**config.mk**
```make
export PLATFORM = sky130hd
export DESIGN_NAME = gf_mult_iter_flat
export DESIGN_NICKNAME = d
export VERILOG_FILES = /design/src/rtl/gf_pkg.sv /design/src/rtl/gf_mult_iter_if.sv /design/src/rtl/gf_lane_step.sv /design/src/rtl/gf_mult_iter.sv /design/src/flat_wrapper.sv
export SDC_FILE = /design/constraint.sdc
export NUM_CORES = 1
export LEC_CHECK = 0
export CAP_MARGIN = 15
export CORE_MARGIN = 1.5
export CORE_UTILIZATION = 45
export DETAILED_ROUTE_END_ITERATION = 10
export PLACE_DENSITY = 0.69
export SLEW_MARGIN = 30
export SYNTH_ARGS = -nofsm -noshare
export SYNTH_HDL_FRONTEND = slang
export SYNTH_SLANG_ARGS = --single-unit
```
**constraint.sdc**
```tcl
create_clock -name clock -period 2.2 [get_ports clock]
set_clock_uncertainty 0.2 [all_clocks]
set_input_delay 0.33 -clock clock [delete_from_list [all_inputs] [get_ports clock]]
set_output_delay 0.33 -clock clock [all_outputs]
set_load 0.005 [all_outputs]
```
**src/rtl/gf_pkg.sv**
```systemverilog
// Shared types and helpers for the iterative GF(2^WIDTH) multiplier.
// Constant field polynomial, FSM state type, xtime and lane slicing helpers.
package gf_pkg;

    localparam int MAX_WIDTH = 32;
    localparam int DEF_WIDTH = 8;
    localparam int DEF_LANES = 4;
    localparam logic [8:0] GF_POLY_AES = 9'h11B;

    typedef enum logic [1:0] {
        IDLE = 2'd0,
        BUSY = 2'd1,
        DONE = 2'd2
    } gf_state_t;

    // Multiply by x modulo poly; only the low 'width' bits are meaningful.
    function automatic logic [MAX_WIDTH-1:0] xtime(input logic [MAX_WIDTH-1:0] a,
                                                   input logic [MAX_WIDTH:0]   poly,
                                                   input int                   width);
        logic [MAX_WIDTH-1:0] mask;
        logic [MAX_WIDTH-1:0] r;
        logic                 msb;
        mask = '0;
        for (int i = 0; i < MAX_WIDTH; i++) begin
            mask[i] = (i < width);
        end
        msb = |(a & (MAX_WIDTH'(1) << (width - 1)));
        r   = (a << 1) & mask;
        if (msb) begin
            r = r ^ (poly[MAX_WIDTH-1:0] & mask);
        end
        return r;
    endfunction

    function automatic int lane_lo(input int lane, input int width);
        return lane * width;
    endfunction

endpackage

```
**src/rtl/gf_mult_iter_if.sv**
```systemverilog
// Operand/product handshake bundle for gf_mult_iter.
// master = producer/consumer side, slave = the multiplier.
interface gf_mult_iter_if #(
    parameter int LANES = 4,
    parameter int WIDTH = 8
);
    logic                   in_valid;
    logic                   in_ready;
    logic [LANES*WIDTH-1:0] multiplicand;
    logic [LANES*WIDTH-1:0] multiplier;
    logic                   out_valid;
    logic                   out_ready;
    logic [LANES*WIDTH-1:0] product;
    logic                   busy;

    modport master (
        output in_valid, multiplicand, multiplier, out_ready,
        input  in_ready, out_valid, product, busy
    );

    modport slave (
        input  in_valid, multiplicand, multiplier, out_ready,
        output in_ready, out_valid, product, busy
    );
endinterface

```
**src/rtl/gf_lane_step.sv**
```systemverilog
// One lane of shift-and-add GF multiplication, BITS_PER_CYCLE LSB-first steps
// unrolled combinationally.
module gf_lane_step
    import gf_pkg::*;
#(
    parameter int               WIDTH          = 8,
    parameter logic [WIDTH:0]   POLY           = (WIDTH+1)'(GF_POLY_AES),
    parameter int               BITS_PER_CYCLE = 1
) (
    input  logic [WIDTH-1:0] a,
    input  logic [WIDTH-1:0] b,
    input  logic [WIDTH-1:0] acc,
    output logic [WIDTH-1:0] a_next,
    output logic [WIDTH-1:0] b_next,
    output logic [WIDTH-1:0] acc_next
);

    logic [WIDTH-1:0] a_v;
    logic [WIDTH-1:0] b_v;
    logic [WIDTH-1:0] acc_v;

    always_comb begin
        a_v   = a;
        b_v   = b;
        acc_v = acc;
        for (int i = 0; i < BITS_PER_CYCLE; i++) begin
            if (b_v[0]) begin
                acc_v = acc_v ^ a_v;
            end
            a_v = WIDTH'(xtime(MAX_WIDTH'(a_v), (MAX_WIDTH+1)'(POLY), WIDTH));
            b_v = b_v >> 1;
        end
        a_next   = a_v;
        b_next   = b_v;
        acc_next = acc_v;
    end

endmodule

```
**src/rtl/gf_mult_iter.sv**
```systemverilog
// Multi-lane iterative GF(2^WIDTH) multiplier with valid/ready handshake.
// Optional GF_EARLY_EXIT_EN: finish as soon as every lane's remaining multiplier is zero.
//
// state | meaning
// IDLE  | waiting for operands, in_ready high
// BUSY  | stepping all lanes, BITS_PER_CYCLE multiplier bits per cycle
// DONE  | product held with out_valid until out_ready
module gf_mult_iter
    import gf_pkg::*;
#(
    parameter int             WIDTH          = 8,
    parameter logic [WIDTH:0] POLY           = (WIDTH+1)'(GF_POLY_AES),
    parameter int             LANES          = 4,
    parameter int             BITS_PER_CYCLE = 1
) (
    input logic           clock,
    input logic           reset_n,
    gf_mult_iter_if.slave bus
);

    localparam int STEPS = WIDTH / BITS_PER_CYCLE;
    localparam int CNT_W = (STEPS > 1) ? $clog2(STEPS) : 1;
    localparam logic [CNT_W-1:0] CNT_LAST = CNT_W'(STEPS - 1);

    gf_state_t              state;
    logic [LANES*WIDTH-1:0] a_q;
    logic [LANES*WIDTH-1:0] b_q;
    logic [LANES*WIDTH-1:0] acc_q;
    logic [CNT_W-1:0]       cnt;
    logic [LANES*WIDTH-1:0] product_q;
    logic                   out_valid_q;
    logic                   busy_q;

    logic [LANES*WIDTH-1:0] a_nx;
    logic [LANES*WIDTH-1:0] b_nx;
    logic [LANES*WIDTH-1:0] acc_nx;
    logic                   in_ready_c;
    logic                   accept;
    logic                   finish;

    for (genvar g = 0; g < LANES; g++) begin : g_lane
        gf_lane_step #(
            .WIDTH          (WIDTH),
            .POLY           (POLY),
            .BITS_PER_CYCLE (BITS_PER_CYCLE)
        ) u_step (
            .a        (a_q   [lane_lo(g, WIDTH) +: WIDTH]),
            .b        (b_q   [lane_lo(g, WIDTH) +: WIDTH]),
            .acc      (acc_q [lane_lo(g, WIDTH) +: WIDTH]),
            .a_next   (a_nx  [lane_lo(g, WIDTH) +: WIDTH]),
            .b_next   (b_nx  [lane_lo(g, WIDTH) +: WIDTH]),
            .acc_next (acc_nx[lane_lo(g, WIDTH) +: WIDTH])
        );
    end

    // DONE with out_ready also accepts, giving back-to-back transactions.
    assign in_ready_c = reset_n & ((state == IDLE) | ((state == DONE) & bus.out_ready));
    assign accept     = bus.in_valid & in_ready_c;

`ifdef GF_EARLY_EXIT_EN
    assign finish = (cnt == CNT_LAST) | (b_nx == '0);
`else
    assign finish = (cnt == CNT_LAST);
`endif

    always_ff @(posedge clock) begin
        if (!reset_n) begin
            state       <= IDLE;
            a_q         <= '0;
            b_q         <= '0;
            acc_q       <= '0;
            cnt         <= '0;
            product_q   <= '0;
            out_valid_q <= 1'b0;
            busy_q      <= 1'b0;
        end else begin
            case (state)
                IDLE: begin
                    if (accept) begin
                        a_q    <= bus.multiplicand;
                        b_q    <= bus.multiplier;
                        acc_q  <= '0;
                        cnt    <= '0;
                        busy_q <= 1'b1;
                        state  <= BUSY;
                    end
                end
                BUSY: begin
                    a_q   <= a_nx;
                    b_q   <= b_nx;
                    acc_q <= acc_nx;
                    cnt   <= cnt + CNT_W'(1);
                    if (finish) begin
                        product_q   <= acc_nx;
                        out_valid_q <= 1'b1;
                        busy_q      <= 1'b0;
                        state       <= DONE;
                    end
                end
                DONE: begin
                    if (bus.out_ready) begin
                        out_valid_q <= 1'b0;
                        if (bus.in_valid) begin
                            a_q    <= bus.multiplicand;
                            b_q    <= bus.multiplier;
                            acc_q  <= '0;
                            cnt    <= '0;
                            busy_q <= 1'b1;
                            state  <= BUSY;
                        end else begin
                            state <= IDLE;
                        end
                    end
                end
                default: begin
                    state <= IDLE;
                end
            endcase
        end
    end

    assign bus.in_ready  = in_ready_c;
    assign bus.out_valid = out_valid_q;
    assign bus.product   = product_q;
    assign bus.busy      = busy_q;

endmodule
```
**src/flat_wrapper.sv**
```systemverilog
// flat-port wrapper written by rule: the top's interface ports become plain ports
module gf_mult_iter_flat import gf_pkg::*;
#(
    parameter int             WIDTH          = 8,
    parameter logic [WIDTH:0] POLY           = (WIDTH+1)'(GF_POLY_AES),
    parameter int             LANES          = 4,
    parameter int             BITS_PER_CYCLE = 1
)
  (clock, reset_n, bus_in_valid, bus_multiplicand, bus_multiplier, bus_out_ready, bus_in_ready, bus_out_valid, bus_product, bus_busy);
  gf_mult_iter_if #(.LANES(LANES), .WIDTH(WIDTH)) bus_i ();
  input logic clock;
  input logic reset_n;
  input wire logic [$bits(bus_i.in_valid)-1:0] bus_in_valid;
  input wire logic [$bits(bus_i.multiplicand)-1:0] bus_multiplicand;
  input wire logic [$bits(bus_i.multiplier)-1:0] bus_multiplier;
  input wire logic [$bits(bus_i.out_ready)-1:0] bus_out_ready;
  output wire logic [$bits(bus_i.in_ready)-1:0] bus_in_ready;
  output wire logic [$bits(bus_i.out_valid)-1:0] bus_out_valid;
  output wire logic [$bits(bus_i.product)-1:0] bus_product;
  output wire logic [$bits(bus_i.busy)-1:0] bus_busy;
  assign bus_i.in_valid = bus_in_valid;
  assign bus_i.multiplicand = bus_multiplicand;
  assign bus_i.multiplier = bus_multiplier;
  assign bus_i.out_ready = bus_out_ready;
  assign bus_in_ready = bus_i.in_ready;
  assign bus_out_valid = bus_i.out_valid;
  assign bus_product = bus_i.product;
  assign bus_busy = bus_i.busy;
  gf_mult_iter #(.WIDTH(WIDTH), .POLY(POLY), .LANES(LANES), .BITS_PER_CYCLE(BITS_PER_CYCLE)) u_core (.clock(clock), .reset_n(reset_n), .bus(bus_i));
endmodule
```
==> results.py <==
metrics = {
    "status": {
        "run_status": "finished, final reports clean",
    },
    "logic_synthesis": {
        "yosys-top-cells-area": "dfxtp_1 42%, mux2i_1 7.8%, a211oi_1 5.6%",
        "synthesis.area_per_instance_um2": 8.57,
        "synth_largest_type_area_fraction_pct": 42.1,
        "synthDominantAreaCellType": "dfxtp_1",
        "syn_nets": 823,
        "cell_count_after_synthesis": 749,
        "synth_area_mm2": 0.00642,
        "yosysWarningCount": 0,
        "ys_seq_elements": 135,
        "number_of_distinct_library_cells_after_synthesis": 35,
        "synth-seq-area-share_pct": 42.1,
    },
    "clock_tree": {
        "cts_tree": "yes",
        "cts.htree.levels": 4,
        "insertion_delay_ns": 0.43,
        "tritoncts.num_buffers": 17,
        "cts_root_buf": "clkbuf_16",
        "clock_path_buffers": 2,
        "cts_sink_count": 135,
        "clkTransAtPathRegs_ns": 0.06,
    },
    "global_route": {
        "vias_in_the_first_global_route": 5489,
        "grt_pass1_wl_um": 27300,
        "grt_overflow": 0,
        "global_route.usage.total_pct": 23.1,
        "grt_start_max_net_pins": 78,
        "antenna_found_initial": 0,
    },
    "timing": {
        "post-route-min-period_ns": 2.05,
        "timing.final.crit_share_pct": 93.1,
        "worst_slew_pin_slew_ns": 0.546,
        "drv_slew": 0,
        "relSlewSlack_pct": 63.6,
        "finalWorstSetupSlack_ns": 0.151,
        "final_hold_viol_count": 0,
        "grt_setup_unrepaired": "no",
        "fmaxAchievable_ghz": 0.488,
        "final-setup-viol-count": 0,
    },
    "pwr": {
        "netSwitchingFraction_pct": 35.3,
        "power.combinational.fraction_pct": 36.0,
        "p_leak_uw": 0.00281,
        "power_density_mw_per_mm2": 1170,
        "report.power.total_uw": 9610,
        "cellInternalPower_uw": 6220,
        "power_switching_uw": 3390,
        "share_seq_of_total_power_pct": 35.4,
        "vdd.ir_drop.worst_v": 0.000723,
        "p_clk_share_pct": 28.7,
    },
    "layout": {
        "fill_cells": 1223,
        "final_nets": 891,
        "layout.core_utilization_pct": 59.4,
        "flow.area_growth_from_synthesis_pct": 28.4,
        "most-common-layout-cells": "133 x dfxtp_1, 100 x clkdlybuf4s50_1, 76 x nand2_1",
        "antenna_cells_inserted": 0,
        "commonest_non_fill_non_tap_cell_in_the_layout": "dfxtp_1",
        "drive_gt1_share_pct": 8.31,
        "finalNonFillerCells": 1010,
    },
    "route": {
        "post_drt_wl_per_cell_um": 16.6,
        "routed_via_density": 5.78,
        "drc_errors": 0,
        "wl_um": 16800,
        "routed-via-count": 5835,
        "final_antenna_net_count": 0,
        "detail_route.first_pass.iterations": 5,
        "drc_violation_total_after_the_first_tritonroute_iteration": 486,
    },
    "min_path": {
        "hold_path.startpoint": "reset_n",
        "hold_path.class": "input pin to register",
        "whs_endpoint": "u_core.state[0]$_SDFFE_PN0P_",
        "worst_hold_path.num_cells": 4,
    },
    "worst_setup_path": {
        "reg2regPathDepth": 8,
        "crit_family": "buffers and inverters",
        "cp.required_ns": 2.30,
        "critPathBufInv": 3,
        "timing.reg2reg.setup_slack_ns": 0.15,
        "slowest_cell_on_the_critical_path": "dfxtp_4",
        "rr_startpoint": "u_core.state[0]$_SDFFE_PN0P_",
        "endpoint_type_of_the_worst_setup_path": "register",
        "critical_path.reg2reg.endpoint": "u_core.acc_q[16]$_SDFFE_PN0P_",
        "cp_data_arrival_time_ns": 2.15,
        "path_cells": "inv_4, ha_4, buf_4, nand2b_2, nand4_1, buf_12, a22oi_1, o22ai_1",
        "timing.critical_path.fanout_max": 42,
        "critical_path.max_stage_delay_ns": 0.39,
        "timing.critical_path.from_type": "register",
        "crit_type": "register to register",
    },
    "floorplan": {
        "io_pins": 103,
        "start_util_pct": 46.2,
        "rows": 43,
        "placeableCoreArea_mm2": 0.0139,
        "die_w_um": 122,
        "die-area_mm2": 0.0150,
        "dieHeight_um": 122,
    },
    "placed_design": {
        "dpl.hpwl_um": 10500,
        "place_inst": 977,
        "gp_routability_congestion": 0.886,
        "dp_worst_setup_slack_ns": -0.0186,
        "port_buffers": 102,
    },
    "job": {
        "max_cap_viol_count": 0,
    },
}
[layout make-up]
type | count | area [um2] | area share (%)
repair buffers | 126 | 1330 | 16.2
well taps | 180 | 225 | 2.73
multi-input cells | 532 | 3390 | 41.1
flip-flops and latches | 135 | 2710 | 32.9
clock buffers | 22 | 464 | 5.63
inverters | 5 | 21.3 | 0.258
clock inverters | 10 | 103 | 1.24
[how the worst max path moves through the flow]
stage,startpoint,end,slack (ns),cells past startpoint
CTS,u_core.cnt[0]$_SDFFE_PN0P_,u_core.bus.product[30]$_SDFFE_PN0P_,0.06,5
detailed placement,bus_out_ready,u_core.acc_q[16]$_SDFFE_PN0P_,-0.02,6
global route,u_core.state[1]$_SDFFE_PN0P_,u_core.a_q[17]$_SDFFE_PN0P_,0.06,8
finish,u_core.state[0]$_SDFFE_PN0P_,u_core.acc_q[16]$_SDFFE_PN0P_,0.15,8
global placement,bus_in_valid,u_core.b_q[8]$_SDFFE_PN0P_,0.1,6
floorplan,u_core.state[0]$_SDFFE_PN0P_,u_core.acc_q[26]$_SDFFE_PN0P_,0.27,7
[metrics by stage]
stage,hold slack [ns],TNS [ns],instance area (um2)
floorplan,0.243,0,6420
global placement,0.250,0,7630
detailed placement,0.264,-0.0196,7630
CTS,0.249,0,8240
global route,0.277,0,8240
finish,0.268,0,8240
[power groups by stage]
stage,combinational [uW],sequential [uW],clock (uW)
final,3460,3400,2760
after global routing,3770,3460,2920
after CTS,3440,3390,2800
after detailed placement,3390,3420,0
after global placement,3290,3400,0
after floorplan,2620,3200,0
[cell usage after synthesis (all sizes together)]
cell	instances
clkbuf	40
ha	6
nor2	21
nor3	48
o221ai	5
and2	1
dfxtp	135
a31oi	5
mux2i	50
o32ai	1
o21ai	50
inv	5
xnor2	12
or3	27
a21oi	61
o22ai	28
o211ai	7
o221a	1
nand3	18
and4	1
a21boi	1
nand2b	3
nand3b	5
a22oi	27
nand2	77
a21o	1
nand4	1
xor2	27
buf	37
a211oi	48
[sequential cells by signal, summed over array words and instances, names as in the netlist]
name	flops
u_core.a_q	32
u_core.acc_q	32
u_core.b_q	32
u_core.bus.busy	1
u_core.bus.out_valid	1
u_core.bus.product	32
u_core.cnt	3
u_core.state	2
[per-layer routing]
layer | track usage [%] | part of all wire (%) | wire (um)
met1 | 29.5 | 44 | 7410
met2 | 37.4 | 48 | 8010
met3 | 6.64 | 6.5 | 1090
met4 | 7.92 | 1.6 | 276
met5 | 0 | 0 | 0
[worst reg2reg max path, cell delays in order (launching register included)]
cell and delay (ns):
dfxtp_4 0.39, inv_4 0.06, ha_4 0.16, buf_4 0.16, nand2b_2 0.09, nand4_1 0.24, buf_12 0.28, a22oi_1 0.22
o22ai_1 0.13
[logic make-up after synthesis]
group | after synthesis | synth area share (%)
compound gates | 235 | 23.0
simple gates | 202 | 14.8
flops | 135 | 42.1
buf+inv | 82 | 5.75
mux | 50 | 7.80
xor+xnor | 39 | 5.32
fa+ha+maj | 6 | 1.17
[repair_timing]
item | 4_1_cts | 5_1_grt
setup endpoints to repair | 2 | 0
hold endpoints to repair | 0 | 0
setup buffers | 1 | 0
gates resized for setup | 11 | 0
hold buffers | 0 | 0
(Power assumes the default switching activity.)
